===== src/rtl/pipe_skid_reg_pkg.sv =====
// pipe_skid_reg_pkg: stage state encodings and count width helper
package pipe_skid_reg_pkg;
  typedef enum logic [1:0] {
    EMPTY = 2'b00,
    ONE   = 2'b01,
    FULL  = 2'b11
  } state_e;
  function automatic int cnt_w(input int stages);
    return $clog2(2 * stages + 1);
  endfunction
endpackage


===== src/rtl/pipe_skid_reg_skid_stage.sv =====
// skid_stage: two-entry skid buffer with registered ready and valid
module skid_stage
  import pipe_skid_reg_pkg::*;
#(
  parameter int               WIDTH     = 16,
  parameter logic [WIDTH-1:0] RESET_VAL = '0
) (
  input  logic             c,
  input  logic             r,
  input  logic             flush,
  input  logic             in_valid,
  output logic             in_ready,
  input  logic [WIDTH-1:0] in_data,
  output logic             out_valid,
  input  logic             out_ready,
  output logic [WIDTH-1:0] out_data
);
  state_e           state_q, state_d;
  logic [WIDTH-1:0] main_q, main_d, skid_q, skid_d;
  logic             in_x, out_x;
  assign in_ready  = state_q != FULL;
  assign out_valid = state_q != EMPTY;
  assign out_data  = main_q;
  assign in_x      = in_valid & in_ready;
  assign out_x     = out_valid & out_ready;
  // next state: main reg always drives the output, skid catches the beat that arrives while main is stalled
  always_comb begin
    state_d = state_q;
    main_d  = main_q;
    skid_d  = skid_q;
    case (state_q)
      EMPTY: if (in_x) begin
        main_d  = in_data;
        state_d = ONE;
      end
      ONE: if (in_x && out_x) main_d = in_data;
      else if (in_x) begin
        skid_d  = in_data;
        state_d = FULL;
      end else if (out_x) state_d = EMPTY;
      FULL: if (out_x) begin
        main_d  = skid_q;
        state_d = ONE;
      end
      default: state_d = EMPTY;
    endcase
    if (flush) state_d = EMPTY;
  end
  // state and data registers; data is never cleared except by reset
  always_ff @(posedge c or negedge r)
    if (!r) begin
      state_q <= EMPTY;
      main_q  <= RESET_VAL;
      skid_q  <= RESET_VAL;
    end else begin
      state_q <= state_d;
      main_q  <= main_d;
      skid_q  <= skid_d;
    end
endmodule


===== src/rtl/pipe_skid_reg.sv =====
// pipe_skid_reg: chain of skid stages with a single occupancy counter
module pipe_skid_reg
  import pipe_skid_reg_pkg::*;
#(
  parameter int               WIDTH     = 16,
  parameter int               STAGES    = 1,
  parameter logic [WIDTH-1:0] RESET_VAL = '0
) (
  input  logic                       c,
  input  logic                       r,
  input  logic                       flush,
  input  logic                       in_valid,
  output logic                       in_ready,
  input  logic [WIDTH-1:0]           in_data,
  output logic                       out_valid,
  input  logic                       out_ready,
  output logic [WIDTH-1:0]           out_data,
  output logic [cnt_w(STAGES)-1:0]   count
);
  localparam int CW = cnt_w(STAGES);
  logic             v   [STAGES+1];
  logic             rdy [STAGES+1];
  logic [WIDTH-1:0] d   [STAGES+1];
  logic [CW-1:0]    count_q, count_d;
  assign v[0]        = in_valid;
  assign d[0]        = in_data;
  assign rdy[STAGES] = out_ready;
  assign in_ready    = rdy[0];
  assign out_valid   = v[STAGES];
  assign out_data    = d[STAGES];
  assign count       = count_q;
  for (genvar k = 0; k < STAGES; k++) begin : g_stage
    skid_stage #(.WIDTH(WIDTH), .RESET_VAL(RESET_VAL)) u_stage (
      .c(c), .r(r), .flush(flush),
      .in_valid(v[k]), .in_ready(rdy[k]), .in_data(d[k]),
      .out_valid(v[k+1]), .out_ready(rdy[k+1]), .out_data(d[k+1])
    );
  end
  // occupancy tracks chain-boundary transfers only; flush wins over both
  always_comb
    count_d = flush ? '0 : count_q + CW'(in_valid & in_ready) - CW'(out_valid & out_ready);
  // occupancy register
  always_ff @(posedge c or negedge r)
    if (!r) count_q <= '0;
    else count_q <= count_d;
endmodule


===== config.mk =====
export PLATFORM = sky130hd
export DESIGN_NAME = pipe_skid_reg
export DESIGN_NICKNAME = d
export VERILOG_FILES = /design/src/rtl/pipe_skid_reg_pkg.sv /design/src/rtl/pipe_skid_reg_skid_stage.sv /design/src/rtl/pipe_skid_reg.sv
export SDC_FILE = /design/constraint.sdc
export NUM_CORES = 1
export LEC_CHECK = 0
export BUFFER_PORTS_ARGS = -buffer_cell sky130_fd_sc_hd__buf_2
export CAP_MARGIN = 25
export CELL_PAD_IN_SITES_DETAIL_PLACEMENT = 1
export CELL_PAD_IN_SITES_GLOBAL_PLACEMENT = 1
export CORE_UTILIZATION = 30
export CTS_CLUSTER_DIAMETER = 120
export DETAILED_ROUTE_END_ITERATION = 10
export HOLD_SLACK_MARGIN = 0.06
export PLACE_DENSITY = 0.62
export SYNTH_ARGS = -nofsm -noshare
export SYNTH_HDL_FRONTEND = slang
export SYNTH_SLANG_ARGS = --single-unit

===== constraint.sdc =====
create_clock -name c -period 3.1 [get_ports c]
set_clock_uncertainty 0.2 [all_clocks]
set_input_delay 0.775 -clock c [delete_from_list [all_inputs] [get_ports c]]
set_output_delay 0.775 -clock c [all_outputs]
set_load 0.005 [all_outputs]

# Yosys cells after proc, flatten, opt, wreduce, memory -nomap -nowiden
# Cells that the tools add are included.
dict set report totals {
  reg_bits 36
  input_bits 21
  output_inout_bits 20
  word_cells 40
}
dict set report classes {
  addsub 2
  n_eq_ne 10
  muxes 12
  n_bitwise 5
  reduce_logical 7
}
# operator n
set op_table {}
lappend op_table {{$mux 16} 3}
lappend op_table {{$pmux 16 s3} 1}
lappend op_table {{$mux 2} 7}
lappend op_table {{$reduce_and 4->1} 2}
lappend op_table {{$ne 2x1->1 const B} 3}
lappend op_table {{$ne 3x2->1 const B} 2}
lappend op_table {{$pmux 2 s3} 1}
lappend op_table {{$and 1x1->1} 4}
lappend op_table {{$ne 4x2->1 const B} 1}
lappend op_table {{$ne 3x3->1 const B} 1}
lappend op_table {{$reduce_and 3->1} 1}
lappend op_table {{$reduce_bool 3->1} 1}
lappend op_table {{$add 2x1->2} 1}
lappend op_table {{$eq 2x1->1 const B} 1}
lappend op_table {{$eq 2x2->1 const B} 1}
lappend op_table {{$logic_not 2->1} 1}
lappend op_table {{$ne 2x2->1 const B} 1}
lappend op_table {{$reduce_bool 2->1} 1}
lappend op_table {{$sub 2x1->2} 1}
lappend op_table {{$logic_and 1x1->1} 1}
lappend op_table {{$not 1->1} 1}

# Logic depth before layout (Yosys ltp)
dict set report logic_depth {
  depth_word 7
  mapped_depth 9
  ltp_nobuf 9
}

# Cells and area by module
# A second synthesis with hierarchy kept.
dict set report hier_totals {
  cells_unflattened 142
  hier_area_um2 1724.2
}
# mod instances cells_each area_per_inst_um2 seq_area_each_um2
set by_module_without_submodules {}
lappend by_module_without_submodules {skid_stage 1 132 1602.8 850.8}
lappend by_module_without_submodules {pipe_skid_reg 1 10 121.4 50.0}

# Worst setup path before layout
# Ideal clock, no wire load.
dict set report synth_path {
  path_kind {register to register}
  startpoint {reg g_stage[0].u_stage.state_q[0]}
  endpoint {reg count_q[1], in the netlist count[1]}
  setup_ps 119
  t_arrival_ps 1753
  required_ps 2781
  slack_ps 1029
  stages_incl_launch_ff 10
  path_buffers 1
  period_less_slack_ps 2071
  path_cell_list {dfrtp_1 > ha_1 > buf_2 > nand2b_1 > ha_1 > inv_1 > ha_1 > xor2_1 > xnor2_1 > nor2_1}
}
dict set report synth_between {
  elab_chain_len 5
  elab_cells_between_ends 7
  cone_classes {add/sub: 2; eq/ne: 1; mux: 1; bitwise: 2; reduce/logical: 1}
}
# item line_no
set synth_lines {}
lappend synth_lines {{start, declared} pipe_skid_reg_skid_stage.sv:18} ;# state_e state_q, state_d;
lappend synth_lines {{start signal, assigned} pipe_skid_reg_skid_stage.sv:56} ;# state_q <= state_d;
lappend synth_lines {{$ne 2x2->1} pipe_skid_reg_skid_stage.sv:21} ;# assign in_ready = state_q != FULL;
lappend synth_lines {{$and 1x1->1} pipe_skid_reg.sv:41} ;# count_d = flush ? '0 : count_q + CW'(in_valid & in_ready) - CW'(out_valid & out_ready);
lappend synth_lines {{$add 2x1->2} pipe_skid_reg.sv:41}
lappend synth_lines {{$sub 2x1->2 *} pipe_skid_reg.sv:41}
lappend synth_lines {{$mux 2 *} pipe_skid_reg.sv:41}
lappend synth_lines {{net count_d[1]} pipe_skid_reg.sv:24} ;# logic [CW-1:0] count_q, count_d;
lappend synth_lines {{end signal, assigned} pipe_skid_reg.sv:45} ;# else count_q <= count_d;
lappend synth_lines {{end, declared} pipe_skid_reg.sv:24}
# Mark *: on every way through the listed nets, which the timed path passes. The rest lies on a longest branch.
# A chain may end at the register's enable or synchronous reset.

# Final worst setup path
dict set report layout_path {
  startpoint {reg g_stage[0].u_stage.state_q[0]}
  endpoint {out out_valid}
}
dict set report layout_between {
  elab_chain_len 1
}
# item line_no
set layout_lines {}
lappend layout_lines {{$reduce_bool 2->1} pipe_skid_reg_skid_stage.sv:22} ;# assign out_valid = state_q != EMPTY;
lappend layout_lines {{end, declared} pipe_skid_reg.sv:15} ;# output logic out_valid,
# Every way passes these cells.

==> flow_summary.html <==
<table>
<tr><th>Metric</th><th>Value</th></tr>
<tr><th colspan="2">Floorplan</th></tr>
<tr><td>I/O Pins</td><td>41</td></tr>
<tr><td>Area of the die</td><td>0.006225 sq mm</td></tr>
<tr><td>Initial Util</td><td>31.64%</td></tr>
<tr><td>Row count</td><td>27</td></tr>
<tr><td>Die width</td><td>78.90 um</td></tr>
<tr><td>Vertical die dimension</td><td>78.90 um</td></tr>
<tr><td>Placeable core region</td><td>0.005608 sq mm</td></tr>
<tr><th colspan="2">Power and ir drop</th></tr>
<tr><td>Total power after layout</td><td>0.002012 W</td></tr>
<tr><td>Power per unit of standard cell area</td><td>944.7 mW/mm^2</td></tr>
<tr><td>Leak</td><td>0.9188 nW</td></tr>
<tr><td>IR Drop Worst-Case VDD</td><td>0.3547 mV</td></tr>
<tr><th colspan="2">Clock network</th></tr>
<tr><td>Number of buffers inserted to repair setup after CTS</td><td>0</td></tr>
<tr><td>Root cell of the clock tree</td><td>sky130_fd_sc_hd__clkbuf_8</td></tr>
<tr><td>Clock tree from TritonCTS</td><td>built</td></tr>
<tr><td>Deepest level of the CTS H-tree</td><td>2</td></tr>
<tr><td>Clock-pin transition on the worst setup and hold timing paths</td><td>70 ps</td></tr>
<tr><td>Post-CTS Resized</td><td>0</td></tr>
<tr><td>Clk Latency, worst-skew pair</td><td>290 ps</td></tr>
<tr><td>Post-cts hold buffer count</td><td>0</td></tr>
<tr><td>Number of buffers between clock root and the deepest sink</td><td>2</td></tr>
<tr><td>Number of CTS-inserted buffers</td><td>5</td></tr>
<tr><td>Number of sinks on the clock net</td><td>36</td></tr>
<tr><th colspan="2">STA</th></tr>
<tr><td>Number of slew-limit violations in the final report</td><td>0</td></tr>
<tr><td>Shortest clock period the worst path allows after layout</td><td>2352 ps</td></tr>
<tr><td>Setup Total Neg Slack</td><td>0 ps</td></tr>
<tr><td>Max Freq</td><td>425.2 MHz</td></tr>
<tr><td>Portion of the clock cycle consumed by the worst path in the final layout</td><td>75.87%</td></tr>
<tr><td>Max_slew headroom</td><td>45.34%</td></tr>
<tr><td>Final hold violation count</td><td>0</td></tr>
<tr><td>Worst Max-Slew Pin Slew</td><td>819.9 ps</td></tr>
<tr><td>Final Setup Violations</td><td>0</td></tr>
<tr><td>Unrepaired setup endpoints after global routing</td><td>false</td></tr>
<tr><th colspan="2">Synth</th></tr>
<tr><td>Dominant cells by area after synthesis</td><td>sky130_fd_sc_hd__dfrtp_1 51%, sky130_fd_sc_hd__mux2_2 11%, sky130_fd_sc_hd__mux2i_1 9.6%</td></tr>
<tr><td>Proportion of netlist area held by the largest area contributor</td><td>50.78%</td></tr>
<tr><td>Cell accounting for the most synthesized area</td><td>sky130_fd_sc_hd__dfrtp_1</td></tr>
<tr><td>Net count after synthesis</td><td>171</td></tr>
<tr><td>Number of enable flip-flop cells after synthesis</td><td>0</td></tr>
<tr><td>Synth Flop Type</td><td>sky130_fd_sc_hd__dfrtp_1</td></tr>
<tr><td>Seq/Total Area, Yosys</td><td>50.78%</td></tr>
<tr><td>Most common cell in the synthesized netlist</td><td>sky130_fd_sc_hd__dfrtp_1</td></tr>
<tr><td>Library cells used by synthesis</td><td>26</td></tr>
<tr><td>Flip-flop and latch count after synthesis</td><td>36</td></tr>
<tr><td>Post-synthesis async set-or-reset flop share</td><td>100.0%</td></tr>
<tr><td>Syn_area_per_cell</td><td>12.49 sq um</td></tr>
<tr><td>Synthesized instance count</td><td>142</td></tr>
<tr><td>Top cells by count, synth</td><td>36 x sky130_fd_sc_hd__dfrtp_1, 17 x sky130_fd_sc_hd__a31oi_1, 17 x sky130_fd_sc_hd__mux2_2, 17 x sky130_fd_sc_hd__mux2i_1, 16 x sky130_fd_sc_hd__a21oi_1</td></tr>
<tr><td>Post-Synthesis Cell Area</td><td>0.001774 sq mm</td></tr>
<tr><td>Number of warning messages in the yosys log</td><td>0</td></tr>
<tr><th colspan="2">Global route</th></tr>
<tr><td>Largest net degree at the start of global routing</td><td>37</td></tr>
<tr><td>Wire length of the first global-routing pass</td><td>6.748 mm</td></tr>
<tr><td>Number of global-route vias before repair</td><td>1,366</td></tr>
<tr><td>Number of antenna violations at the first check in global routing</td><td>0</td></tr>
<tr><td>Global router's overall resource usage</td><td>14.29%</td></tr>
<tr><td>Overflow left after global routing</td><td>0</td></tr>
<tr><th colspan="2">Route</th></tr>
<tr><td>Detailed-route vias per instance</td><td>4.860</td></tr>
<tr><td>Count of TritonRoute iterations in the first routing pass</td><td>4</td></tr>
<tr><td>Average wire per cell in the routed design</td><td>15.22 um</td></tr>
<tr><td>Remaining antenna violation count after routing</td><td>0</td></tr>
<tr><td>Post-detailed-route DRC marker count</td><td>0</td></tr>
<tr><td>Vias after detailed routing</td><td>1,249</td></tr>
<tr><td>Starting DRT DRC Count</td><td>61</td></tr>
<tr><td>Post-detailed-routing wire length</td><td>3.912 mm</td></tr>
<tr><th colspan="2">Final layout</th></tr>
<tr><td>Area added between synthesis and finish</td><td>20.03%</td></tr>
<tr><td>Net count reported at finish</td><td>213</td></tr>
<tr><td>Ratio of cells with drive above 1 in the final layout</td><td>39.46%</td></tr>
<tr><td>Total inserted antenna cells</td><td>0</td></tr>
<tr><th colspan="2">Worst setup path</th></tr>
<tr><td>Crit Path Category</td><td>reg2out</td></tr>
<tr><td>Capturing element type of the critical path</td><td>primary output</td></tr>
<tr><td>Data required time of the critical path</td><td>2120 ps</td></tr>
<tr><td>CP Launch Type</td><td>flip-flop</td></tr>
<tr><td>Crit path arrival time</td><td>1380 ps</td></tr>
<tr><td>Critical path fanouts, max</td><td>4</td></tr>
<tr><td>Worst reg-to-reg setup slack</td><td>800 ps</td></tr>
<tr><th colspan="2">Outcome</th></tr>
<tr><td>Status</td><td>finished clean</td></tr>
<tr><th colspan="2">Worst hold path</th></tr>
<tr><td>Class of the tightest hold or removal check</td><td>reg2reg</td></tr>
<tr><th colspan="2">Place</th></tr>
<tr><td>Number of input and output port buffers inserted</td><td>40</td></tr>
<tr><td>Half-perimeter wire length after placement</td><td>2.684 mm</td></tr>
<tr><td>Routability Congestion</td><td>0.6929</td></tr>
<tr><th colspan="2">Run</th></tr>
<tr><td>Number of max-cap violations</td><td>0</td></tr>
</table>
-- worst max-delay path, cell delays in order (launching register included) --
cell,delay [ps]
sky130_fd_sc_hd__dfrtp_1,430
sky130_fd_sc_hd__inv_1,130
sky130_fd_sc_hd__ha_1,340
sky130_fd_sc_hd__inv_1,70
sky130_fd_sc_hd__buf_2,130
-- placed cells by master, fill, tap and decap left out, drive strengths merged, types with 2 or more instances in the layout --
cell type   n
nor2b       2
a31oi      17
a21oi      16
inv         7
mux2i      17
dfrtp      36
nor2        2
clkbuf      7
mux2       17
nand2b      2
buf        44
ha          8
-- where the power goes --
group	total, W	switching [W]	internal [W]
combinational	0.000832	0.000428	0.000404
clock	0.000348	0.000168	0.000181
sequential	0.000831	0.000125	0.000706
total	0.00201	0.000721	0.00129
-- flip-flops by register name, indices dropped and copies added, names as in the netlist --
signal                    count
count                         2
g_stage.u_stage.out_data     16
g_stage.u_stage.skid_q       16
g_stage.u_stage.state_q       2
-- logic make-up after synthesis --
group	synth area share [%]
adder cells (fa/ha/maj)	5.642
AND/OR/NAND/NOR	2.961
flip-flops	50.78
buffers and inverters	4.795
multiplexers	20.38
XOR/XNOR	0.9875
AO/OA/AOI/OAI	14.46
-- worst paths after layout --
path / end / startpoint / cells past startpoint
max: out_valid / g_stage[0].u_stage.state_q[0] / 4
min: g_stage[0].u_stage.skid_q[6] / g_stage[0].u_stage.skid_q[6] / 1
max reg2reg: g_stage[0].u_stage.out_data[14] / g_stage[0].u_stage.state_q[0] / 8
min reg2reg: g_stage[0].u_stage.skid_q[6] / g_stage[0].u_stage.skid_q[6] / 1
max in group asynchronous: g_stage[0].u_stage.skid_q[15] / r / 1
min in group asynchronous: g_stage[0].u_stage.out_data[11] / r / 1
-- cell type report --
cell class                 instances  area (sq um)
clock buffer                       7         86.33
sequential                        36         900.9
tap                               72         90.09
inverter                           7         26.28
fill                             632          3478
timing repair buffer              44         230.2
clock inverter                     1         7.507
multi-input combinational         90         788.3
-- layer usage --
| layer | GRT usage [%] | share of wire (%) |
|---|---|---|
| met5 | 0 | 0 |
| met4 | 4.364 | 0.82 |
| met3 | 4.598 | 5.1 |
| met2 | 23.48 | 47 |
| met1 | 17.83 | 47 |
-- through the flow --
step	worst slack (ps)	area (sq um)	std cells	hold slack, ps	util, %
3_3_place_gp	890.4	2036	249	288.8	36.30
3_5_place_dp	793.3	2036	249	296.2	36.30
5_1_grt	634.5	2130	257	329.3	37.97
4_1_cts	715.2	2130	257	313.4	37.97
6_report	748.1	2130	257	307.1	37.97
2_1_floorplan	1029	1774	142	279.4	-
Note: power is estimated with default switching activity, not from simulation.
